File: src/rtl/muldiv_pkg.sv
// Shared definitions for the multi-cycle multiply/divide unit and its HI/LO registers.
package muldiv_pkg;

  // Operation encodings, identical to the ALU alu_control field.
  localparam logic [4:0] OP_MULT  = 5'b01010;
  localparam logic [4:0] OP_MULTU = 5'b01011;
  localparam logic [4:0] OP_DIV   = 5'b01100;
  localparam logic [4:0] OP_DIVU  = 5'b01101;
  localparam logic [4:0] OP_MTLO  = 5'b01111;
  localparam logic [4:0] OP_MTHI  = 5'b10000;

  typedef enum logic [1:0] {
    IDLE = 2'd0,
    CALC = 2'd1,
    FIX  = 2'd2
  } state_t;

  function automatic logic is_muldiv(input logic [4:0] op);
    return (op == OP_MULT) || (op == OP_MULTU) || (op == OP_DIV) || (op == OP_DIVU);
  endfunction

endpackage

File: src/rtl/muldiv_iter_datapath.sv
// Iterative datapath: radix-2 shift-add multiply and restoring divide on operand
// magnitudes, with the sign fix applied combinationally on the result outputs.
module muldiv_iter_datapath
  import muldiv_pkg::*;
#(
  parameter int WIDTH = 32
) (
  input  logic             clk,
  input  logic             rst_n,
  input  logic             load,
  input  logic             step,
  input  logic [4:0]       op,
  input  logic [WIDTH-1:0] a,
  input  logic [WIDTH-1:0] b,
  output logic [WIDTH-1:0] res_hi,
  output logic [WIDTH-1:0] res_lo
);

  logic [2*WIDTH-1:0] acc;
  logic [WIDTH-1:0]   opa;
  logic [WIDTH-1:0]   opb;
  logic               is_div;
  logic               neg_prod;
  logic               neg_quo;
  logic               neg_rem;

  logic               sgn;
  logic               a_neg;
  logic               b_neg;
  logic [WIDTH-1:0]   a_mag;
  logic [WIDTH-1:0]   b_mag;

  logic [WIDTH:0]     rem_sh;
  logic               take;
  logic [WIDTH-1:0]   rem_new;
  logic [2*WIDTH-1:0] mul_nxt;
  logic [2*WIDTH-1:0] div_nxt;

  logic [2*WIDTH-1:0] prod_fix;
  logic [WIDTH-1:0]   quo_fix;
  logic [WIDTH-1:0]   rem_fix;

  // Operand magnitudes; 0x80000000 negates to itself, which is the correct unsigned magnitude.
  always_comb begin
    sgn   = (op == OP_MULT) || (op == OP_DIV);
    a_neg = sgn && a[WIDTH-1];
    b_neg = sgn && b[WIDTH-1];
    a_mag = a_neg ? (~a + WIDTH'(1)) : a;
    b_mag = b_neg ? (~b + WIDTH'(1)) : b;
  end

  // One iteration of each algorithm; opb holds the multiplier (MSB first) or the divisor.
  always_comb begin
    rem_sh  = {acc[2*WIDTH-1:WIDTH], opa[WIDTH-1]};
    take    = (rem_sh >= {1'b0, opb});
    rem_new = take ? (rem_sh[WIDTH-1:0] - opb) : rem_sh[WIDTH-1:0];
    div_nxt = {rem_new, acc[WIDTH-2:0], take};
    mul_nxt = {acc[2*WIDTH-2:0], 1'b0} + (opb[WIDTH-1] ? {{WIDTH{1'b0}}, opa} : '0);
  end

  // Operand capture on load, then one shift/add or shift/subtract per step.
  always_ff @(posedge clk or negedge rst_n) begin
    if (!rst_n) begin
      acc      <= '0;
      opa      <= '0;
      opb      <= '0;
      is_div   <= 1'b0;
      neg_prod <= 1'b0;
      neg_quo  <= 1'b0;
      neg_rem  <= 1'b0;
    end else if (load) begin
      acc      <= '0;
      opa      <= a_mag;
      opb      <= b_mag;
      is_div   <= (op == OP_DIV) || (op == OP_DIVU);
      neg_prod <= a_neg ^ b_neg;
      // A zero divisor leaves an all-ones quotient that must not be negated.
      neg_quo  <= (a_neg ^ b_neg) && (|b);
      neg_rem  <= a_neg;
    end else if (step) begin
      if (is_div) begin
        acc <= div_nxt;
        opa <= {opa[WIDTH-2:0], 1'b0};
      end else begin
        acc <= mul_nxt;
        opb <= {opb[WIDTH-2:0], 1'b0};
      end
    end
  end

  // Sign fix and HI/LO selection for the writeback cycle.
  always_comb begin
    prod_fix = neg_prod ? (~acc + (2*WIDTH)'(1)) : acc;
    quo_fix  = neg_quo ? (~acc[WIDTH-1:0] + WIDTH'(1)) : acc[WIDTH-1:0];
    rem_fix  = neg_rem ? (~acc[2*WIDTH-1:WIDTH] + WIDTH'(1)) : acc[2*WIDTH-1:WIDTH];
    res_hi   = is_div ? rem_fix : prod_fix[2*WIDTH-1:WIDTH];
    res_lo   = is_div ? quo_fix : prod_fix[WIDTH-1:0];
  end

endmodule

File: src/rtl/muldiv_hilo_ctrl.sv
// Multi-cycle MULT/MULTU/DIV/DIVU sequencer owning the architectural HI/LO registers.
//
// state | meaning
// IDLE  | accepts start; MTHI/MTLO written here, mul/div operands latched
// CALC  | one iteration per cycle, counter 0..WIDTH-1
// FIX   | sign-fixed result written to HI/LO, done pulsed, back to IDLE
module muldiv_hilo_ctrl
  import muldiv_pkg::*;
#(
  parameter int WIDTH = 32,
  parameter int CNT_W = 5
) (
  input  logic             clk,
  input  logic             rst_n,
  input  logic             start,
  input  logic [4:0]       op,
  input  logic [WIDTH-1:0] A,
  input  logic [WIDTH-1:0] B,
  input  logic             abort,
  output logic             busy,
  output logic             done,
  output logic [WIDTH-1:0] HI,
  output logic [WIDTH-1:0] LO
);

  state_t           state;
  state_t           state_nxt;
  logic [CNT_W-1:0] cnt;
  logic             load;
  logic             step;
  logic             wb;
  logic             mtlo_we;
  logic             mthi_we;
  logic [WIDTH-1:0] res_hi;
  logic [WIDTH-1:0] res_lo;

  muldiv_iter_datapath #(
    .WIDTH(WIDTH)
  ) u_dp (
    .clk    (clk),
    .rst_n  (rst_n),
    .load   (load),
    .step   (step),
    .op     (op),
    .a      (A),
    .b      (B),
    .res_hi (res_hi),
    .res_lo (res_lo)
  );

  // Next-state and control decode; abort beats both a new start and the FIX writeback.
  always_comb begin
    state_nxt = state;
    load      = 1'b0;
    step      = 1'b0;
    wb        = 1'b0;
    mtlo_we   = 1'b0;
    mthi_we   = 1'b0;
    case (state)
      IDLE: begin
        if (start && !abort) begin
          if (is_muldiv(op)) begin
            load      = 1'b1;
            state_nxt = CALC;
          end else if (op == OP_MTLO) begin
            mtlo_we = 1'b1;
          end else if (op == OP_MTHI) begin
            mthi_we = 1'b1;
          end
        end
      end
      CALC: begin
        if (abort) begin
          state_nxt = IDLE;
        end else begin
          step = 1'b1;
          if (cnt == CNT_W'(WIDTH - 1)) state_nxt = FIX;
        end
      end
      FIX: begin
        state_nxt = IDLE;
        wb        = !abort;
      end
      default: state_nxt = IDLE;
    endcase
  end

  // State, iteration counter, HI/LO and done pulse.
  always_ff @(posedge clk or negedge rst_n) begin
    if (!rst_n) begin
      state <= IDLE;
      cnt   <= '0;
      HI    <= '0;
      LO    <= '0;
      done  <= 1'b0;
    end else begin
      state <= state_nxt;
      done  <= wb;
      if (load) cnt <= '0;
      else if (step) cnt <= cnt + CNT_W'(1);
      if (wb) begin
        HI <= res_hi;
        LO <= res_lo;
      end
      if (mtlo_we) LO <= B;
      if (mthi_we) HI <= B;
    end
  end

  assign busy = (state != IDLE);

endmodule

File: config.mk
export PLATFORM = sky130hd
export DESIGN_NAME = muldiv_hilo_ctrl
export DESIGN_NICKNAME = d
export VERILOG_FILES = /design/src/rtl/muldiv_pkg.sv /design/src/rtl/muldiv_iter_datapath.sv /design/src/rtl/muldiv_hilo_ctrl.sv
export SDC_FILE = /design/constraint.sdc
export NUM_CORES = 1
export LEC_CHECK = 0
export CORE_ASPECT_RATIO = 0.6
export CORE_MARGIN = 2
export CORE_UTILIZATION = 45
export CTS_BUF_LIST = sky130_fd_sc_hd__clkbuf_4 sky130_fd_sc_hd__clkbuf_8 sky130_fd_sc_hd__clkbuf_16
export CTS_CLUSTER_DIAMETER = 60
export DETAILED_ROUTE_END_ITERATION = 12
export PLACE_DENSITY_LB_ADDON = 0.08
export SYNTH_ARGS = -nofsm -noshare
export SYNTH_HDL_FRONTEND = slang
export SYNTH_SLANG_ARGS = --single-unit
export TNS_END_PERCENT = 20
File: constraint.sdc
create_clock -name clk -period 5.27 [get_ports clk]
set_input_delay 1.054 -clock clk [delete_from_list [all_inputs] [get_ports clk]]
set_output_delay 1.054 -clock clk [all_outputs]
set_load 0.01 [all_outputs]
==> out/qor.yml <==
ys_async_sr_fraction: 1.000
postCtsHoldBufs: 0
cp.required_ps: 5670
synth_area_leaders: "dfrtp_1, xnor2_1, nand2_1, o21ai_0, ha_1"
combPwrFrac: 0.431
synth_edf_count: 0
portBuffers: 138
max-clock-path-buffers: 3
cts_max_level: 1
critPathMaxFanout: 18
cts_root_buffer: "clkbuf_16"
worst_setup_path_start_kind: "register"
std_cell_rows: 53
io_pins: 139
grt_pass1_vias: 15320
grt_setup_unrepaired: "no"
gr-total-overflow: 0
setup_tns_ps: 0
maxCapViolCount: 0
clkTransAtPathRegs_ps: 70
yosys_most_used_dff: "dfrtp_1"
syn_to_final_growth_pct: 16.56
clk_latency_ps: 570
mostFrequentLayoutCells: "nand2_1, dfrtp_1, o21ai_0"
ant_nets: 0
fp.dieH_um: 151.4
status: "complete, no violations"
start_util: 0.4608
synth.avg_cell_area_sq_um: 7.857
dp_hpwl_um: 50040
ys_seq_elements: 204
clockPowerShare: 0.246
die_area_sq_um: 37780
p_per_area_nw_per_um2: 402.8
cts_setup_buffers: 0
drtIter0Drc: 2171
vdd_drop_max_v: 0.0002802
p_sw_frac: 0.4350
postSynthCellCount: 2073
ys_warn_count: 0
nets: 2285
track_usage: 0.3485
syn_area_sq_um: 16290
seq_power_share: 0.323
p_int_mw: 4.320
ys_seq_area_frac: 0.3134
reg2reg_from: "u_dp.acc[62]"
cts_tree: "built"
cp.arrival_ps: 4990
clock_sinks: 204
cts_resized: 0
finalPower_mw: 7.646
setup_viol: 0
dr.pass1.iters: 7
maxSlewViolCount: 0
leakage_nw: 7.929
yosysTopAreaCell: "dfrtp_1"
crit_type: "reg -> reg"
wirelength_um: 67090
finish.utilization: 0.5371
drt-vias-per-instance: 6.484
skew_ps: 32.14
wl_per_cell_um: 25.55
final_cell_count_no_fill: 2626
grt_max_degree: 84
r2r_cells: 11
layout_min_cycle_time_ps: 4591
antenna_found_initial: 1
period_share: 0.8712
numCtsBuffers: 24
drive_above_1_share: 0.05792
worstSetupEndpointType: "register"
place.gp.congestion: 0.9914
r2r_setup_slack_ps: 680
die_w_um: 249.6
core_sq_um: 35350
hold_viol: 0
tightest_slew_ps: 1199
p_switching_mw: 3.326
hp-class: "in -> async"
drcViolationCount: 0
dp_cells: 2581
yosysTopAreaCellShare: 0.3134
final_common_cell: "nand2_1"
worstReg2RegEnd: "u_dp.acc[50]"
grt_pass1_wl_um: 99480
syn_nets: 2218
ys_types: 81
dr_total_vias: 17030
slew_headroom: 0.1997
fmax_mhz: 217.8
## cells by family after synthesis
group | after synthesis | synth area share
compound gates | 660 | 0.2553
xor+xnor | 194 | 0.1043
fa+ha+maj | 72 | 0.05623
buf+inv | 209 | 0.04924
flops | 204 | 0.3134
mux | 21 | 0.01314
simple gates | 713 | 0.2083
## critical path: stages (launching register included)
cell     delay [ps]
dfrtp_1         530
ha_1            430
nand3_1         290
or4_1           580
nor4_1          830
a21oi_1         280
nand2_1         160
o21a_1          470
buf_12          250
mux2_2          350
a22oi_1         150
o21ai_0         110
## how the worst max path moves through the flow
stage,cells after the start,endpoint,startpoint,slack [ps]
floorplan,8,u_dp.opb[29],B[8],1950
global placement,10,u_dp.opb[24],B[8],1010
detailed placement,10,u_dp.neg_quo,B[8],950
CTS,11,u_dp.acc[50],u_dp.acc[62],1070
global route,11,u_dp.acc[50],u_dp.acc[62],600
finish,11,u_dp.acc[50],u_dp.acc[62],680
## per-stage QoR
step                hold WS, ps  setup slack (ps)  instance area, sq um
floorplan                 472.0              1949                 16290
global placement          493.6              1009                 18120
detailed placement        498.4             954.8                 18120
CTS                       522.2              1067                 18980
global route              556.2             600.5                 18980
finish                    524.3             678.5                 18980
## registers in the layout, indices dropped and copies added (netlist names)
signal         flops
HI                32
LO                32
cnt                5
done               1
state              2
u_dp.acc          64
u_dp.is_div        1
u_dp.neg_prod      1
u_dp.neg_quo       1
u_dp.neg_rem       1
u_dp.opa          32
u_dp.opb          32
## power by group through the flow
stage / registers (mW) / logic (mW) / clock network (mW)
CTS: 2.43 / 3.21 / 1.89
detailed placement: 2.46 / 3.17 / 0
global route: 2.50 / 3.59 / 1.95
global placement: 2.45 / 3.17 / 0
finish: 2.47 / 3.30 / 1.88
floorplan: 2.26 / 2.18 / 0
## area by class of cell
type	count	area (sq um)
Sequential cell	204	5106
Timing Repair Buffer	181	1747
Antenna cell	1	2.502
Clock buffer	26	628.1
Multi-Input combinational cell	1660	10420
Fill cell	3360	16360
Clock inverter	18	234.0
Tap cell	467	584.3
Inverter	69	259.0
## Yosys cell counts, drive strengths merged (5+ instances only)
cell,n
inv,68
a21o,21
a221oi,6
o41ai,10
o31ai,22
nor2,177
mux2i,18
nand2,249
nor2b,12
nand3,47
a31oi,63
xor2,82
buf,15
o22ai,8
o221ai,14
o21ai,180
a221o,5
nor3,48
nor4,21
a41oi,7
dfrtp,204
ha,70
xnor2,112
and3,26
a22oi,71
or4,16
or2,10
clkbuf,125
nand2b,11
and2,42
o211ai,19
a21oi,156
a211oi,18
or3,14
o21bai,12
o21a,8
nand4,21
## layer usage
| layer | global-route usage | up-vias | wire, um |
|---|---|---|---|
| met5 | 0 | - | 0 |
| met4 | 0.07349 | 0 | 1321 |
| met3 | 0.1215 | 84 | 9560 |
| met2 | 0.4253 | 1060 | 24230 |
| met1 | 0.5595 | 8253 | 31980 |
| li1 | - | 7630 | - |
Power figures use the tool's default switching activity.
